`src/rtl/alu_issue.sv`:
```
// Single-issue front end for an external combinational ALU: small register file,
// operand fetch, and a three-state IDLE/EXEC/WB sequencer.
module alu_issue #(
    parameter  int NREGS = 8,
    localparam int AW    = (NREGS > 1) ? $clog2(NREGS) : 1
) (
    input  logic          clk,
    input  logic          rst_n,
    input  logic          InstValid,
    output logic          InstReady,
    input  logic [1:0]    InstOp,
    input  logic [AW-1:0] InstRd,
    input  logic [AW-1:0] InstRs1,
    input  logic [AW-1:0] InstRs2,
    input  logic          InstImmSel,
    input  logic [31:0]   InstImm,
    output logic [31:0]   AluA,
    output logic [31:0]   AluB,
    output logic [1:0]    AluOp,
    input  logic [31:0]   AluResult,
    output logic          WbValid,
    output logic [AW-1:0] WbRd,
    output logic [31:0]   WbData,
    input  logic [AW-1:0] DbgAddr,
    output logic [31:0]   DbgData
);

    typedef enum logic [1:0] {
        IDLE = 2'd0,
        EXEC = 2'd1,
        WB   = 2'd2
    } state_t;

    state_t        r_state;
    state_t        w_stateNext;
    logic [31:0]   r_regs [NREGS];
    logic [31:0]   r_aluA;
    logic [31:0]   r_aluB;
    logic [1:0]    r_aluOp;
    logic [31:0]   r_wbData;
    logic [AW-1:0] r_pendRd;
    logic          w_accept;
    logic [31:0]   w_rs1Data;
    logic [31:0]   w_rs2Data;

    // Index 0 is hard-wired to zero on every read port.
    assign w_rs1Data = (InstRs1 == '0) ? 32'd0 : r_regs[InstRs1];
    assign w_rs2Data = (InstRs2 == '0) ? 32'd0 : r_regs[InstRs2];
    assign DbgData   = (DbgAddr == '0) ? 32'd0 : r_regs[DbgAddr];

    assign w_accept  = InstValid && InstReady;
    assign AluA      = r_aluA;
    assign AluB      = r_aluB;
    assign AluOp     = r_aluOp;
    assign WbData    = r_wbData;

    always_comb begin
        w_stateNext = r_state;
        InstReady   = 1'b0;
        WbValid     = 1'b0;
        WbRd        = '0;
        case (r_state)
            IDLE: begin
                InstReady = 1'b1;
                if (InstValid) begin
                    w_stateNext = EXEC;
                end
            end
            EXEC: begin
                w_stateNext = WB;
            end
            WB: begin
                WbValid     = 1'b1;
                WbRd        = r_pendRd;
                w_stateNext = IDLE;
            end
            default: begin
                w_stateNext = IDLE;
            end
        endcase
    end

    always_ff @(posedge clk or negedge rst_n) begin
        if (!rst_n) begin
            r_state <= IDLE;
        end else begin
            r_state <= w_stateNext;
        end
    end

    // Operands stay latched until the next accept so the ALU result is stable through EXEC.
    always_ff @(posedge clk or negedge rst_n) begin
        if (!rst_n) begin
            r_aluA   <= '0;
            r_aluB   <= '0;
            r_aluOp  <= '0;
            r_pendRd <= '0;
            r_wbData <= '0;
        end else begin
            if (w_accept) begin
                r_aluA   <= w_rs1Data;
                r_aluB   <= InstImmSel ? InstImm : w_rs2Data;
                r_aluOp  <= InstOp;
                r_pendRd <= InstRd;
            end
            if (r_state == EXEC) begin
                r_wbData <= AluResult;
            end
        end
    end

    always_ff @(posedge clk or negedge rst_n) begin
        if (!rst_n) begin
            for (int i = 0; i < NREGS; i++) begin
                r_regs[i] <= '0;
            end
        end else if ((r_state == WB) && (r_pendRd != '0)) begin
            r_regs[r_pendRd] <= r_wbData;
        end
    end

endmodule

```
`config.mk`:
```
export PLATFORM = sky130hd
export DESIGN_NAME = alu_issue
export DESIGN_NICKNAME = d
export VERILOG_FILES = /design/src/rtl/alu_issue.sv
export SDC_FILE = /design/constraint.sdc
export NUM_CORES = 1
export LEC_CHECK = 0
export CAP_MARGIN = 20
export CORE_MARGIN = 5
export CORE_UTILIZATION = 45
export CTS_BUF_LIST = sky130_fd_sc_hd__clkbuf_8
export CTS_CLUSTER_DIAMETER = 60
export DETAILED_ROUTE_END_ITERATION = 6
export GPL_ROUTABILITY_DRIVEN = 0
export HOLD_SLACK_MARGIN = 0.02
export PLACE_DENSITY = 0.73
export SYNTH_ARGS = -nofsm -noshare
export SYNTH_HDL_FRONTEND = slang
export SYNTH_SLANG_ARGS = --single-unit
```
`constraint.sdc`:
```
create_clock -name clk -period 1.8 [get_ports clk]
set_input_delay 0.27 -clock clk [delete_from_list [all_inputs] [get_ports clk]]
set_output_delay 0.27 -clock clk [all_outputs]
set_load 0.01 [all_outputs]
```
==> metrics.cfg <==
[outcome]
outcome=finished with violations
violations=setup timing

[clock_network]
htreeDepth=2
clkSlewWorstSetupHoldPaths_ns=0.07
clock-sinks=327
cts_tree=done
cts_buffer_depth=3
cts_buffers=57
clock_latency_ns=0.66
root_buffer=clkbuf_8

[synthesis]
synth.distinct_cells=42
ys_ff_latch=327
syn_area_per_cell_um2=12.39
ys_warn_count=0
synthArstFlopShare=1.000
synth-edff-count=0
synth_fa_ha_area_frac=0
synth_top_area_share=0.4645
synth_xor_area_frac=0
synth_compound_area_frac=0.1155
yosysMostFrequentCell=mux2_2
syn_nets=1504
netlist_instances=1422
synthTopCellsByArea=dfrtp_1 (46%), mux2_2 (21%), mux2i_1 (6.4%)
synth_top_family_by_area=multiplexers
synth_top_area_cell=dfrtp_1
muxShareOfSynthArea=0.3461
synth_common_cells=mux2_2 (336), dfrtp_1 (327), mux2i_1 (113), nand2_1 (75), clkbuf_1 (64)
yosys.area_share.simple=0.03359
synth_flop_cell=dfrtp_1
synth_area_um2=17620
synth-seq-area-share=0.4645

[routing]
drtIter0Drc=1609
ant_nets=0
wire_per_inst_um=28.50
num_vias=15970
vias_per_cell=6.266
drtPass1Iterations=6
wl_um=72620
drc_errors=0

[pwr]
ir_drop_mv=0.8524
p_leak_nw=12.68
powerDensity_nw_per_um2=1401
power_mw=37.98

[floorplan]
boundaryPins=217
die-area_um2=43210
die_h_um=207.9
die_w_um=207.9
rows=72
core_um2=38740
start_util=0.4548

[timing]
max-slew-margin-rel=0.5728
fmax_mhz=468.1
worst_slew_pin_slew_ns=0.6408
min_period_ns=2.136
setup_viol=257
finalMaxSlewViolations=0
layout_setup_ws_ns=-0.3363
grt_setup_unrepaired=yes
post-route-period-util=1.187
fin_skew_ns=0.03108
finalHoldViolCount=0

[worst_setup_path]
slowest_stage=mux4_2
cp_cell_sequence=mux4_2 -> inv_2 -> a21oi_2 -> buf_2
cp-start-kind=flop
required_ns=1.53
end_kind=primary output
cp_max_fo=4
crit_arrival_ns=1.87
criticalPathCategory=reg2out
cpPeakStageDelay_ns=0.50

[cells_and_area]
final_util=0.7000
nNetsFinal=2065
drive_gt1_frac=0.5722
multiInputGateArea_um2=10520
synthToLayoutAreaGrowth_pct=53.93
n_fill_cell=2511
seq_area_um2=8224

[grt]
grt_max_degree=85
antenna_found_initial=1
grt_usage=0.2909
grt_pass1_wl_um=99080
grt_pass1_vias=16310
gr-total-overflow=0

[hold_path]
hold_class=in2async

[placement]
portBuffers=216
dp_hpwl_um=40170

[job]
drv_cap=0

[worst paths after layout]
kind | from | end | slack (ns) | cells after the start
min in group clk | InstOp[0] | AluOp[0] | 0.18 | 3
max in group asynchronous | rst_n | WbData[13] | 0.88 | 3
hold / removal | rst_n | r_regs[162] | 0.09 | 2
hold reg to reg | AluOp[0] | AluOp[0] | 0.47 | 2
setup reg to reg | r_state[0] | r_regs[67] | -0.27 | 9
setup / recovery | r_regs[98] | DbgData[2] | -0.34 | 4
[final cells by class]
class | instances | area share
antenna | 1 | 0.00009228
clock buffer | 79 | 0.04010
clock inverter | 26 | 0.005260
inverter | 36 | 0.005075
multi-input combinational | 934 | 0.3879
sequential | 327 | 0.3033
tap | 518 | 0.02390
timing repair buffer | 627 | 0.2344
[critical path: cells and delay by family (launching register included)]
kind | cells | cell delay (ns)
multiplexers | 1 | 0.50
flip-flops | 1 | 0.44
buffers and inverters | 2 | 0.22
AO/OA/AOI/OAI | 1 | 0.06
[per-stage QoR]
step | cells | hold slack (ns) | setup TNS (ns) | cell area, um^2 | worst slack (ns)
3_3_place_gp | 2329 | 0.1654 | -23.72 | 22760 | -0.4546
6_report | 2548 | 0.08944 | -43.82 | 27120 | -0.3363
4_1_cts | 2510 | 0.07438 | -22.82 | 25360 | -0.3098
2_1_floorplan | 1422 | -0.02559 | 0 | 17620 | 0.04898
3_5_place_dp | 2329 | 0.1692 | -26.29 | 22760 | -0.4766
5_1_grt | 2547 | 0.1035 | -55.23 | 27110 | -0.3648
[report_power, final]
| group | internal [mW] | switching, mW |
|---|---|---|
| clock | 4.03 | 3.30 |
| combinational | 10.2 | 7.71 |
| sequential | 10.3 | 2.45 |
[sequential cells by signal, indices dropped and copies added, names as in the netlist]
register and cells:
AluA 32, AluB 32, AluOp 2, WbData 32
r_pendRd 3, r_regs 224, r_state 2
[metal layers]
metal	global-route usage	wire, um	share of wire
met5	0	0	0
met4	0.1287	4308	0.059
met3	0.06287	7296	0.10
met2	0.4676	33010	0.45
met1	0.3809	28000	0.39
[logic make-up after synthesis]
family          Yosys count
simple gates            134
buf+inv                 161
compound gates          288
flops                   327
mux                     512
[cell usage in the layout (no fill, tap or decap), types with 14 or more instances in the layout]
cell / count
a221oi_4: 17
clkdlybuf4s50_1: 73
buf_12: 69
a21oi_2: 28
clkbuf_16: 14
a221oi_1: 32
buf_4: 294
dfrtp_1: 294
mux4_2: 32
inv_1: 20
buf_2: 28
o21ai_0: 39
nor2_1: 30
clkbuf_8: 79
inv_2: 31
mux2_4: 200
nand2_1: 60
dfrtp_2: 33
o22ai_1: 33
buf_6: 39
dlygate4sd2_1: 98
a22oi_1: 24
mux2_2: 166
mux2i_1: 113
[what timing repair did]
item | in CTS | in global routing
gates cloned | 8 | 16
pin swaps | 39 | 48
hold endpoints to repair | 281 | 0
gates resized for setup | 500 | 274
hold buffers | 1 | 0
buffers inserted | 69 | 30
endpoints found under the setup margin | 212 | 290
Note: power is estimated with default switching activity, not from simulation.
